File: src/rtl/input_block_crossbar_pkg.sv
// noc_params: shared NoC types (flit format, labels, port ids) and the XY routing helper.
`default_nettype none

package noc_params;

   localparam int MESH_SIZE_X      = 5;
   localparam int MESH_SIZE_Y      = 5;
   localparam int PORT_COUNT       = 5;
   localparam int VC_COUNT         = 2;
   localparam int PORT_SIZE        = $clog2(PORT_COUNT);
   localparam int VC_SIZE          = (VC_COUNT > 1) ? $clog2(VC_COUNT) : 1;
   localparam int DEST_ADDR_SIZE_X = $clog2(MESH_SIZE_X);
   localparam int DEST_ADDR_SIZE_Y = $clog2(MESH_SIZE_Y);
   localparam int FLIT_DATA_SIZE   = 16;
   localparam int HEAD_PAYLOAD_SIZE = FLIT_DATA_SIZE - DEST_ADDR_SIZE_X - DEST_ADDR_SIZE_Y;

   typedef enum logic [1:0] {HEAD, BODY, TAIL, HEADTAIL} flit_label_t;

   typedef enum logic [PORT_SIZE-1:0] {LOCAL, NORTH, SOUTH, WEST, EAST} port_t;

   typedef struct packed {
      logic [DEST_ADDR_SIZE_X-1:0]  x_dest;
      logic [DEST_ADDR_SIZE_Y-1:0]  y_dest;
      logic [HEAD_PAYLOAD_SIZE-1:0] head_pl;
   } head_data_t;

   typedef struct packed {
      flit_label_t               flit_label;
      logic [VC_SIZE-1:0]        vc_id;
      logic [FLIT_DATA_SIZE-1:0] data;
   } flit_t;

   // Dimension-ordered routing: resolve X completely before Y.
   function automatic port_t xy_route(input head_data_t h, input int x_cur, input int y_cur);
      port_t p;
      if (int'(h.x_dest) > x_cur)      p = EAST;
      else if (int'(h.x_dest) < x_cur) p = WEST;
      else if (int'(h.y_dest) > y_cur) p = SOUTH;
      else if (int'(h.y_dest) < y_cur) p = NORTH;
      else                             p = LOCAL;
      return p;
   endfunction

endpackage

`default_nettype wire

File: src/rtl/input_block_crossbar_if.sv
// Link, allocator and crossbar-select signals of the input block; slave = router, master = environment.
`default_nettype none

interface input_block_crossbar_if #(
   parameter int PORT_NUM = 5,
   parameter int VC_NUM   = 2
) ();
   import noc_params::*;

   flit_t [PORT_NUM-1:0]                               data_i;
   logic  [PORT_NUM-1:0]                               valid_flit_i;
   logic  [PORT_NUM-1:0][VC_NUM-1:0]                   on_off_o;
   logic  [PORT_NUM-1:0][VC_NUM-1:0]                   vc_allocatable_o;
   logic  [PORT_NUM-1:0][VC_NUM-1:0]                   error_o;
   logic  [PORT_NUM-1:0][VC_NUM-1:0]                   va_request_o;
   logic  [PORT_NUM-1:0][VC_NUM-1:0][PORT_SIZE-1:0]    out_port_o;
   logic  [PORT_NUM-1:0][VC_NUM-1:0]                   va_grant_i;
   logic  [PORT_NUM-1:0][VC_NUM-1:0][VC_SIZE-1:0]      va_vc_i;
   logic  [PORT_NUM-1:0][VC_NUM-1:0]                   sa_request_o;
   logic  [PORT_NUM-1:0][VC_NUM-1:0]                   sa_grant_i;
   logic  [PORT_NUM-1:0][PORT_SIZE-1:0]                xbar_sel_i;
   flit_t [PORT_NUM-1:0]                               data_o;

   modport slave (
      input  data_i, valid_flit_i, va_grant_i, va_vc_i, sa_grant_i, xbar_sel_i,
      output on_off_o, vc_allocatable_o, error_o, va_request_o, out_port_o,
             sa_request_o, data_o
   );

   modport master (
      output data_i, valid_flit_i, va_grant_i, va_vc_i, sa_grant_i, xbar_sel_i,
      input  on_off_o, vc_allocatable_o, error_o, va_request_o, out_port_o,
             sa_request_o, data_o
   );

endinterface

`default_nettype wire

File: src/rtl/input_block_crossbar_vc_buffer.sv
// vc_buffer: one virtual channel -- flit FIFO, IDLE/VA/ACTIVE state machine, route and downstream-VC latch.
// Optional protocol checking is compiled in with IB_ERROR_CHECK_EN.
`default_nettype none

module vc_buffer
   import noc_params::*;
#(
   parameter int BUFFER_SIZE = 8,
   parameter int X_CURRENT   = MESH_SIZE_X / 2,
   parameter int Y_CURRENT   = MESH_SIZE_Y / 2
) (
   input  logic                 clk,
   input  logic                 rst,
   input  logic                 write_i,
   input  flit_t                data_i,
   input  logic                 pop_i,
   input  logic                 va_grant_i,
   input  logic [VC_SIZE-1:0]   va_vc_i,
   output flit_t                head_o,
   output logic                 on_off_o,
   output logic                 vc_allocatable_o,
   output logic                 error_o,
   output logic                 va_request_o,
   output logic                 sa_request_o,
   output logic [PORT_SIZE-1:0] out_port_o
);

   localparam int PTR_W = (BUFFER_SIZE > 1) ? $clog2(BUFFER_SIZE) : 1;
   localparam int CNT_W = $clog2(BUFFER_SIZE + 1);

   typedef enum logic [1:0] {IDLE, VA, ACTIVE} vc_state_t;

   flit_t              mem_q [BUFFER_SIZE];
   logic [PTR_W-1:0]   rd_ptr_q, rd_ptr_d, wr_ptr_q, wr_ptr_d;
   logic [CNT_W-1:0]   count_q, count_d;
   vc_state_t          state_q;
   port_t              out_port_q;
   logic [VC_SIZE-1:0] ds_vc_q;

   logic  empty, full, accept, push, pop;
   logic  front_valid, front_is_head, front_is_tail, drop_orphan;
   flit_t front;

   function automatic logic [PTR_W-1:0] ptr_inc(input logic [PTR_W-1:0] p);
      return (p == PTR_W'(BUFFER_SIZE - 1)) ? '0 : p + 1'b1;
   endfunction

   assign empty  = (count_q == '0);
   assign full   = (count_q == CNT_W'(BUFFER_SIZE));
   assign accept = write_i && !full;

   // An empty FIFO exposes the incoming flit so a head can leave IDLE on its write edge.
   assign front         = empty ? data_i : mem_q[rd_ptr_q];
   assign front_valid   = !empty || accept;
   assign front_is_head = (front.flit_label == HEAD) || (front.flit_label == HEADTAIL);
   assign front_is_tail = (front.flit_label == TAIL) || (front.flit_label == HEADTAIL);

   // A BODY/TAIL reaching the front of an IDLE VC can never be routed; discard it so the VC cannot wedge.
   assign drop_orphan = (state_q == IDLE) && front_valid && !front_is_head;

   assign sa_request_o     = (state_q == ACTIVE) && !empty;
   assign va_request_o     = (state_q == VA);
   assign vc_allocatable_o = (state_q == IDLE) && empty;
   assign on_off_o         = (count_q < CNT_W'(BUFFER_SIZE - 1));
   assign out_port_o       = out_port_q;

   assign pop  = (pop_i && sa_request_o) || (drop_orphan && !empty);
   assign push = accept && !(drop_orphan && empty);

   always_comb begin
      head_o       = mem_q[rd_ptr_q];
      head_o.vc_id = ds_vc_q;
   end

   always_comb begin
      rd_ptr_d = pop  ? ptr_inc(rd_ptr_q) : rd_ptr_q;
      wr_ptr_d = push ? ptr_inc(wr_ptr_q) : wr_ptr_q;
      count_d  = count_q + CNT_W'(push) - CNT_W'(pop);
   end

   always_ff @(posedge clk) begin
      if (push) mem_q[wr_ptr_q] <= data_i;
   end

   always_ff @(posedge clk or negedge rst) begin
      if (!rst) begin
         rd_ptr_q <= '0;
         wr_ptr_q <= '0;
         count_q  <= '0;
      end else begin
         rd_ptr_q <= rd_ptr_d;
         wr_ptr_q <= wr_ptr_d;
         count_q  <= count_d;
      end
   end

   always_ff @(posedge clk or negedge rst) begin
      if (!rst) begin
         state_q    <= IDLE;
         out_port_q <= LOCAL;
         ds_vc_q    <= '0;
      end else begin
         case (state_q)
            IDLE: begin
               if (front_valid && front_is_head) begin
                  state_q    <= VA;
                  out_port_q <= xy_route(head_data_t'(front.data), X_CURRENT, Y_CURRENT);
               end
            end
            VA: begin
               if (va_grant_i) begin
                  state_q <= ACTIVE;
                  ds_vc_q <= va_vc_i;
               end
            end
            ACTIVE: begin
               if (pop && front_is_tail) state_q <= IDLE;
            end
            default: state_q <= IDLE;
         endcase
      end
   end

`ifdef IB_ERROR_CHECK_EN
   logic error_q, open_q, in_is_head;

   assign in_is_head = (data_i.flit_label == HEAD) || (data_i.flit_label == HEADTAIL);

   // A head is legal only with no open packet, a body/tail only inside one.
   always_ff @(posedge clk or negedge rst) begin
      if (!rst) begin
         error_q <= 1'b0;
         open_q  <= 1'b0;
      end else if (write_i) begin
         if (full || (in_is_head == open_q)) error_q <= 1'b1;
         if (!full) open_q <= in_is_head ? (data_i.flit_label == HEAD)
                                         : (open_q && (data_i.flit_label == BODY));
      end
   end

   assign error_o = error_q;
`else
   assign error_o = 1'b0;
`endif

endmodule

`default_nettype wire

File: src/rtl/input_block_crossbar.sv
// input_block_crossbar: per-port VC input buffers, XY route computation, output registers and crossbar.
// Define IB_ERROR_CHECK_EN to enable sticky per-VC protocol error detection.
`default_nettype none

module input_block_crossbar
   import noc_params::*;
#(
   parameter int PORT_NUM    = PORT_COUNT,
   parameter int VC_NUM      = VC_COUNT,
   parameter int BUFFER_SIZE = 8,
   parameter int X_CURRENT   = MESH_SIZE_X / 2,
   parameter int Y_CURRENT   = MESH_SIZE_Y / 2
) (
   input logic                  clk,
   input logic                  rst,
   input_block_crossbar_if.slave ib
);

   flit_t [PORT_NUM-1:0][VC_NUM-1:0] head;
   logic  [PORT_NUM-1:0][VC_NUM-1:0] sa_req;
   flit_t [PORT_NUM-1:0]             out_q;

   for (genvar p = 0; p < PORT_NUM; p++) begin : g_port
      for (genvar v = 0; v < VC_NUM; v++) begin : g_vc
         vc_buffer #(
            .BUFFER_SIZE (BUFFER_SIZE),
            .X_CURRENT   (X_CURRENT),
            .Y_CURRENT   (Y_CURRENT)
         ) u_vc (
            .clk              (clk),
            .rst              (rst),
            .write_i          (ib.valid_flit_i[p] && (ib.data_i[p].vc_id == VC_SIZE'(v))),
            .data_i           (ib.data_i[p]),
            .pop_i            (ib.sa_grant_i[p][v]),
            .va_grant_i       (ib.va_grant_i[p][v]),
            .va_vc_i          (ib.va_vc_i[p][v]),
            .head_o           (head[p][v]),
            .on_off_o         (ib.on_off_o[p][v]),
            .vc_allocatable_o (ib.vc_allocatable_o[p][v]),
            .error_o          (ib.error_o[p][v]),
            .va_request_o     (ib.va_request_o[p][v]),
            .sa_request_o     (sa_req[p][v]),
            .out_port_o       (ib.out_port_o[p][v])
         );
      end
   end

   assign ib.sa_request_o = sa_req;

   // Each input port owns one output register; it holds the last flit popped from that port.
   always_ff @(posedge clk or negedge rst) begin
      if (!rst) begin
         out_q <= '0;
      end else begin
         for (int p = 0; p < PORT_NUM; p++) begin
            for (int v = 0; v < VC_NUM; v++) begin
               if (ib.sa_grant_i[p][v] && sa_req[p][v]) out_q[p] <= head[p][v];
            end
         end
      end
   end

   always_comb begin
      ib.data_o = '0;
      for (int o = 0; o < PORT_NUM; o++) begin
         if (int'(ib.xbar_sel_i[o]) < PORT_NUM) ib.data_o[o] = out_q[ib.xbar_sel_i[o]];
      end
   end

endmodule

`default_nettype wire

File: src/flat_wrapper.sv
// flat-port wrapper written by rule: the top's interface ports become plain ports
module input_block_crossbar_flat import noc_params::*;
#(
   parameter int PORT_NUM    = PORT_COUNT,
   parameter int VC_NUM      = VC_COUNT,
   parameter int BUFFER_SIZE = 8,
   parameter int X_CURRENT   = MESH_SIZE_X / 2,
   parameter int Y_CURRENT   = MESH_SIZE_Y / 2
)
  (clk, rst, ib_data_i, ib_valid_flit_i, ib_va_grant_i, ib_va_vc_i, ib_sa_grant_i, ib_xbar_sel_i, ib_on_off_o, ib_vc_allocatable_o, ib_error_o, ib_va_request_o, ib_out_port_o, ib_sa_request_o, ib_data_o);
  input_block_crossbar_if #(.PORT_NUM(PORT_NUM), .VC_NUM(VC_NUM)) ib_i ();
  input logic clk;
  input logic rst;
  input wire logic [$bits(ib_i.data_i)-1:0] ib_data_i;
  input wire logic [$bits(ib_i.valid_flit_i)-1:0] ib_valid_flit_i;
  input wire logic [$bits(ib_i.va_grant_i)-1:0] ib_va_grant_i;
  input wire logic [$bits(ib_i.va_vc_i)-1:0] ib_va_vc_i;
  input wire logic [$bits(ib_i.sa_grant_i)-1:0] ib_sa_grant_i;
  input wire logic [$bits(ib_i.xbar_sel_i)-1:0] ib_xbar_sel_i;
  output wire logic [$bits(ib_i.on_off_o)-1:0] ib_on_off_o;
  output wire logic [$bits(ib_i.vc_allocatable_o)-1:0] ib_vc_allocatable_o;
  output wire logic [$bits(ib_i.error_o)-1:0] ib_error_o;
  output wire logic [$bits(ib_i.va_request_o)-1:0] ib_va_request_o;
  output wire logic [$bits(ib_i.out_port_o)-1:0] ib_out_port_o;
  output wire logic [$bits(ib_i.sa_request_o)-1:0] ib_sa_request_o;
  output wire logic [$bits(ib_i.data_o)-1:0] ib_data_o;
  assign ib_i.data_i = ib_data_i;
  assign ib_i.valid_flit_i = ib_valid_flit_i;
  assign ib_i.va_grant_i = ib_va_grant_i;
  assign ib_i.va_vc_i = ib_va_vc_i;
  assign ib_i.sa_grant_i = ib_sa_grant_i;
  assign ib_i.xbar_sel_i = ib_xbar_sel_i;
  assign ib_on_off_o = ib_i.on_off_o;
  assign ib_vc_allocatable_o = ib_i.vc_allocatable_o;
  assign ib_error_o = ib_i.error_o;
  assign ib_va_request_o = ib_i.va_request_o;
  assign ib_out_port_o = ib_i.out_port_o;
  assign ib_sa_request_o = ib_i.sa_request_o;
  assign ib_data_o = ib_i.data_o;
  input_block_crossbar #(.PORT_NUM(PORT_NUM), .VC_NUM(VC_NUM), .BUFFER_SIZE(BUFFER_SIZE), .X_CURRENT(X_CURRENT), .Y_CURRENT(Y_CURRENT)) u_core (.clk(clk), .rst(rst), .ib(ib_i));
endmodule
File: config.mk
export PLATFORM = sky130hd
export DESIGN_NAME = input_block_crossbar_flat
export DESIGN_NICKNAME = d
export VERILOG_FILES = /design/src/rtl/input_block_crossbar_pkg.sv /design/src/rtl/input_block_crossbar_if.sv /design/src/rtl/input_block_crossbar_vc_buffer.sv /design/src/rtl/input_block_crossbar.sv /design/src/flat_wrapper.sv
export SDC_FILE = /design/constraint.sdc
export NUM_CORES = 2
export LEC_CHECK = 0
export ABC_CLOCK_PERIOD_IN_PS = 3800
export CORE_MARGIN = 1.5
export CORE_UTILIZATION = 45
export CTS_BUF_LIST = sky130_fd_sc_hd__clkbuf_8
export DETAILED_ROUTE_END_ITERATION = 12
export GPL_TIMING_DRIVEN = 1
export PLACE_DENSITY = 0.68
export SLEW_MARGIN = 20
export SYNTH_ARGS = -nofsm -noshare
export SYNTH_HDL_FRONTEND = slang
export SYNTH_SLANG_ARGS = --single-unit
File: constraint.sdc
create_clock -name clk -period 3.8 [get_ports clk]
set_input_delay 0.95 -clock clk [delete_from_list [all_inputs] [get_ports clk]]
set_output_delay 0.95 -clock clk [all_outputs]
set_load 0.02 [all_outputs]
# Yosys cells after proc, flatten, opt, wreduce, memory -nomap -nowiden
# Memory sizes are Yosys's and may differ from the RTL's.
# Index checks and enable logic that the tools add are counted.
# Widths: inputs -> output; s select.
# classes
muxes	155
n_addsub	40
bitwise_logic	5
reduce_logical	265
n_eq_ne	100
magnitude_cmp	60
# ops
cell	n
$mux 19	30
$bmux 19 s3	5
$logic_and 1x1->1	120
$mux 2	50
$mux 3	30
$add 3x1->3 const B	20
$eq 2x2->1 const B	30
$eq 3x3->1 const B	20
$gt 3x2->1 const B	20
$lt 3x2->1 const B	20
$pmux 2 s3	10
$add 4x1->4	10
$eq 4x4->1 const B	10
$logic_not 1->1	40
$logic_not 2->1	20
$logic_not 4->1	10
$logic_or 1x1->1	40
$lt 4x3->1 const B	10
$ne 2x1->1 const B	20
$reduce_and 2->1	20
$sub 4x1->4	10
$mux 1	30
$reduce_and 3->1	10
$eq 2x1->1 const B	10
5 further kinds	30
# totals
regBits	255
ramBits	1520
n_memories	10
out_inout_bits	175
word_cells	710
# mem_list
memory	depth	width	rd	rd_ports_with_merged_regs	wr	line_no	source
u_core.g_port[0].g_vc[0].u_vc.mem_q	8	19	1	0	1	input_block_crossbar_vc_buffer.sv:33	flit_t mem_q [BUFFER_SIZE];
u_core.g_port[0].g_vc[1].u_vc.mem_q	8	19	1	0	1	input_block_crossbar_vc_buffer.sv:33	
u_core.g_port[1].g_vc[0].u_vc.mem_q	8	19	1	0	1	input_block_crossbar_vc_buffer.sv:33	
u_core.g_port[1].g_vc[1].u_vc.mem_q	8	19	1	0	1	input_block_crossbar_vc_buffer.sv:33	
u_core.g_port[2].g_vc[0].u_vc.mem_q	8	19	1	0	1	input_block_crossbar_vc_buffer.sv:33	
u_core.g_port[2].g_vc[1].u_vc.mem_q	8	19	1	0	1	input_block_crossbar_vc_buffer.sv:33	
4 more memories	n/a	n/a	n/a	n/a	n/a	n/a	

# Depth between registers and ports, before layout
# logic_depth
word_depth	11
ltp_mapped	17
ltp_nobuf	15

# By module
# Synthesis repeated with hierarchy kept, for this count alone.
# unflattened
cells_unflattened	4129
hier_area_um2	73469.2
# modules_own_cells
mod	instances	cells_each	seq_area_each_um2	area_each_um2
vc_buffer (u_core.g_port[1].g_vc[1].u_vc ...)	3	323	4724.5	6506.2
vc_buffer (u_core.g_port[3].g_vc[0].u_vc ...)	2	325	4724.5	6520.0
input_block_crossbar	1	877	2377.3	8266.7
vc_buffer (u_core.g_port[0].g_vc[1].u_vc)	1	337	4724.5	6561.3
vc_buffer (u_core.g_port[1].g_vc[0].u_vc)	1	325	4724.5	6527.5
vc_buffer (u_core.g_port[4].g_vc[0].u_vc)	1	325	4724.5	6525.0
vc_buffer (u_core.g_port[4].g_vc[1].u_vc)	1	323	4724.5	6521.3
vc_buffer (u_core.g_port[0].g_vc[0].u_vc)	1	323	4724.5	6508.7

# Least setup slack after synthesis
# OpenSTA, ideal clock, no wires.
# synth_path
path_kind	reg2reg
startpoint	register u_core.g_port[0].g_vc[1].u_vc.rd_ptr_q[0]
endpoint	memory u_core.g_port[0].g_vc[1].u_vc.mem_q[1][0] in the netlist's numbering, enable pin
path_stages_with_launch	12
period_less_slack_ns	4.199
n_path_buf	3
arrival_time_ns	3.783
t_required_ns	3.384
setup_slack_ns	-0.399
path_cell_list	dfrtp_1 > buf_6 > buf_12 > buf_4 > mux4_2 > mux2_2 > nor2_1 > nor2_1 > ha_1 > o21ai_1 > or2_2 > nor3_1
# synth_via
elab_chain_len	11
word_cells_on_any_way	12
classes_between	eq/ne (1); mux (3); reduce/logical (7); memory (1)
# synth_rtl
element	line_no	source
start, declared	input_block_crossbar_vc_buffer.sv:34	logic [PTR_W-1:0] rd_ptr_q, rd_ptr_d, wr_ptr_q, wr_ptr_d;
start signal, assigned	input_block_crossbar_vc_buffer.sv:91	rd_ptr_q <= rd_ptr_d;
$mem_v2 8x19 (*)	n/a	
$mux 19 (*)	input_block_crossbar_vc_buffer.sv:53	assign front = empty ? data_i : mem_q[rd_ptr_q];
$eq 2x2->1 / $logic_not 2->1 (equally long branches)	input_block_crossbar_vc_buffer.sv:55	assign front_is_head = (front.flit_label == HEAD) || (front.flit_label == HEADTAIL);
$logic_or 1x1->1 (*)	input_block_crossbar_vc_buffer.sv:55	
$logic_not 1->1 (*)	input_block_crossbar_vc_buffer.sv:59	assign drop_orphan = (state_q == IDLE) && front_valid && !front_is_head;
$logic_and 1x1->1 (*)	input_block_crossbar_vc_buffer.sv:59	
$logic_and 1x1->1 (*)	input_block_crossbar_vc_buffer.sv:68	assign push = accept && !(drop_orphan && empty);
$logic_not 1->1 (*)	input_block_crossbar_vc_buffer.sv:68	
$logic_and 1x1->1 (*)	input_block_crossbar_vc_buffer.sv:68	
$mux 1 (*)	input_block_crossbar_vc_buffer.sv:82	if (push) mem_q[wr_ptr_q] <= data_i;
$mux 1 (not written as such) (*)	input_block_crossbar_vc_buffer.sv:82	
end, declared	input_block_crossbar_vc_buffer.sv:33	
# Mark *: on every way between the ends. The rest lies on a longest branch, timed or not.

# Worst setup path after layout
# layout_path
startpoint	input ib_xbar_sel_i[1]
endpoint	output ib_data_o[18]
# layout_via
elab_chain_len	3
word_cells_on_any_way	4
classes_between	order compare (1); mux (3)
# layout_rtl
element	line_no	source
start, declared	flat_wrapper.sv:19	input wire logic [$bits(ib_i.xbar_sel_i)-1:0] ib_xbar_sel_i;
$bmux 19 s3	input_block_crossbar.sv:66	if (int'(ib.xbar_sel_i[o]) < PORT_NUM) ib.data_o[o] = out_q[ib.xbar_sel_i[o]];
$mux 19 (not written as such)	input_block_crossbar.sv:66	
$mux 19 (*)	input_block_crossbar.sv:66	
end, declared	flat_wrapper.sv:26	output wire logic [$bits(ib_i.data_o)-1:0] ib_data_o;
# Mark *: on every way between the ends. The rest lies on a longest branch, timed or not. The select of a mux whose other input is x is not followed.

==> results by group <==
Status
  – Status: finished clean

Place
  – Input/output buffers: between 300 and 400
  – GPL Wtd Cong: 0.859
  – Placement Setup Slack: -0.177 ns
  – Dpl cell area: about 80,000 µm²
  – Post-DP HPWL: approximately 140,000 µm

Routing
  – Antenna violation net count after detailed routing: 0
  – Vias post-DR: roughly 43,000
  – Vias per cell: ~5.7
  – DR DRC count: 0
  – Routed wire length: around 200,000 µm
  – Detailed Route Iter0 Violations: approximately 4,600
  – DRT Pass-1 Iters: 7
  – Avg WL per Cell: 26.6 µm

STA
  – Setup-failing EPs final: 0
  – Setup ws final: roughly 0.00045 ns
  – Tcrit/Tclk final: ~100%
  – Fmax: 0.263 GHz
  – Slew HR: between 40 and 50%
  – Final-report hold violation count: 0
  – Final slew viol count: 0
  – Final worst clock skew: roughly 0.09 ns
  – Slew @ Worst Pin: slightly below 0.9 ns
  – Min Hold Slack: 0.484 ns
  – Final worst path period need: approximately 3.8 ns

Final layout
  – Multi-input logic area: approximately 22,000 µm²
  – Final Cell Area: between 80,000 and 90,000 µm²
  – Nets: about 5,300
  – Synthesis-to-layout area growth: 18.9%
  – Sequential Area: 49,600 µm²
  – Fillers: approximately 13,000
  – Share of layout cells above drive strength 1: between 20% and 30%

Hold path
  – Hold WC Path Type: flip-flop to flip-flop
  – Min-Delay Path Depth: 2

Setup path
  – CP Data Required Time: 2.85 ns
  – Worst Setup End Kind: output pin
  – CP max FO: 6
  – Crit Path Class: input pin to output pin
  – Worst reg2reg path depth: 14
  – Worst EP arrival: about 2.9 ns
  – Crit start category: input pin

Floorplan
  – DIE AREA: roughly 160,000 µm²
  – Die X: roughly 400 µm
  – Initial Util: a little under half
  – # IOs: about 320
  – Num rows: approximately 150
  – Die Height: a little over 400 µm
  – Core area: 161,000 µm²

CTS
  – CTS Buffer Depth: 4
  – CTS tree: done
  – Clock sink count: about 1,700
  – Clock root buffer: clkbuf_8
  – Cts bufs inserted: between 300 and 400
  – CTS clock-pin slew for the worst setup and hold paths: 0.05 ns
  – Htree depth: 5
  – Clock Latency Late Sink: about 1 ns

Logic synthesis
  – Number of flops mapped to enable cells by yosys: roughly 1,400
  – Register area share after synthesis: between 60% and 70%
  – Synth warn: 0
  – Syn Inst Count: roughly 4,300
  – Number of synthesized register bits: 1,695
  – FFs w/ async S/R, synth: around 15%
  – Area of the mapped netlist: approximately 73,000 µm²
  – Mean post-synth cell area: 16.8 µm²
  – Netlist cell types: 52
  – Commonest register cell after synthesis: edfxtp_1

Pwr
  – Pleak: approximately 0.032 µW
  – VDD IR-drop max: about 0.42 mV
  – Cell area power density: approximately 770 nW/µm²

Global route
  – First-pass GRT wire length: about 280,000 µm
  – Gr usage total: 23.9%
  – GRT overflow: 0
  – Vias in the first global route: around 42,000
  – Largest net degree at the start of global routing: 55
  – Initial antenna violation count: 10

Job
  – Max Cap Viol: 0
==> through the flow <==
step / TNS, ns / util [%] / power (µW) / cells
2_1_floorplan: 0 / - / 41500 / 4345
5_1_grt: -0.00737 / 54.0 / 70200 / 7453
3_3_place_gp: -0.601 / 50.2 / 50200 / 6910
3_5_place_dp: -0.952 / 50.2 / 50700 / 6910
4_1_cts: 0 / 53.9 / 67000 / 7440
6_report: 0 / 54.0 / 66800 / 7457
==> layer usage <==
metal	GRT usage (%)	vias up	part of all wire (%)
li1	-	18500	-
met1	32.6	21800	40
met2	36.0	1911	45
met3	8.10	358	11
met4	8.21	2	3.0
met5	0	-	0.079
==> layout make-up <==
cell class,count,share of cell area (%)
multi-input cells,2246,24.9
clock buffers,333,5.28
well taps,2160,3.11
inverters,148,0.640
diodes,10,0.0288
clock inverters,195,1.32
repair buffers,670,7.51
flip-flops and latches,1695,57.2
==> sequential cells by signal, indices dropped and copies added, names as in the netlist <==
register / flops
u_core.g_port.g_vc.u_vc.rd_ptr_q: 30
u_core.out_q: 95
u_core.g_port.g_vc.u_vc.state_q: 20
u_core.g_port.g_vc.u_vc.ds_vc_q: 10
u_core.g_port.g_vc.u_vc.out_port_o: 30
u_core.g_port.g_vc.u_vc.count_q: 40
u_core.g_port.g_vc.u_vc.mem_q: 1440
u_core.g_port.g_vc.u_vc.wr_ptr_q: 30
==> critical path, cell delays in order <==
cell and delay, ns:
clkdlybuf4s50_1 0.68, nand2b_1 0.33, buf_4 0.27, o22ai_2 0.22, buf_4 0.22, buf_4 0.16
==> power breakdown <==
group          switching [µW]  total [µW]  internal, µW
registers                3720       26600         22900
logic                   12700       24000         11300
clock network            7340       16200          8900
total                   23700       66800         43100
==> worst paths after layout <==
check / start / slack (ns) / to
setup / recovery: ib_xbar_sel_i[1] / 0.0004 / ib_data_o[18]
hold / removal: u_core.g_port[4].g_vc[0].u_vc.out_port_o[0]$_DFFE_PN0P_ / 0.48 / u_core.g_port[4].g_vc[0].u_vc.out_port_o[0]$_DFFE_PN0P_
setup reg to reg: u_core.g_port[1].g_vc[1].u_vc.rd_ptr_q[0]$_DFFE_PN0P_ / 0.27 / u_core.g_port[1].g_vc[1].u_vc.count_q[2]$_DFF_PN0_
hold reg to reg: u_core.g_port[4].g_vc[0].u_vc.out_port_o[0]$_DFFE_PN0P_ / 0.48 / u_core.g_port[4].g_vc[0].u_vc.out_port_o[0]$_DFFE_PN0P_
max in group asynchronous: rst / 2.41 / u_core.g_port[0].g_vc[1].u_vc.state_q[0]$_DFFE_PN0P_
min in group asynchronous: rst / 0.55 / u_core.out_q[33]$_DFFE_PN0P_
==> layout by cell type (no fill, tap or decap), types with 45 or more instances in the layout <==
cell type and n:
a22oi_1 45, nand2b_1 60, buf_4 368, nand2_1 162
a21oi_1 186, clkdlybuf4s50_1 191, mux2i_1 329, buf_12 73
and2_1 46, mux4_2 348, dfrtp_1 242, edfxtp_1 1440
inv_1 244, clkbuf_8 333, a211oi_1 50, ha_1 130
mux2_2 76, o21ai_0 122, nor2_1 293
==> Yosys cell counts (all sizes together), types with 13 or more instances <==
master,instances,share of area [%]
a211oi,55,0.60
a21o,15,0.15
a21oi,187,1.3
a22oi,45,0.46
a31oi,30,0.26
and2,46,0.39
buf,183,1.6
clkbuf,73,0.38
dfrtp,255,8.7
edfxtp,1440,59
ha,130,2.2
inv,148,0.76
mux2,81,1.3
mux2i,329,4.5
mux4,358,11
nand2,162,0.83
nand2b,60,0.51
nor2,293,1.5
nor2b,25,0.21
nor3,55,0.38
nor3b,21,0.23
o211ai,15,0.15
o21a,20,0.21
o21ai,141,0.97
o22ai,57,0.49
or2,14,0.12
xor2,13,0.16
==> cells by family after synthesis <==
logic type	after synthesis	share of synthesized area (%)
fa+ha+maj	140	2.50
flops	1695	68.0
other cells	1	0.00514
buf+inv	404	2.76
mux	768	16.9
compound gates	606	5.12
simple gates	702	4.48
xor+xnor	20	0.240
==> what timing repair did <==
item / 4_1_cts / 5_1_grt
setup endpoints to repair: 40 / 32
setup buffers: 1 / 5
resized for setup: 41 / 34
pin swaps: 0 / 1
hold endpoints to repair: 46 / 0
hold buffers: 1 / 0
cloned: 0 / 2
Power figures use the tool's default switching activity.
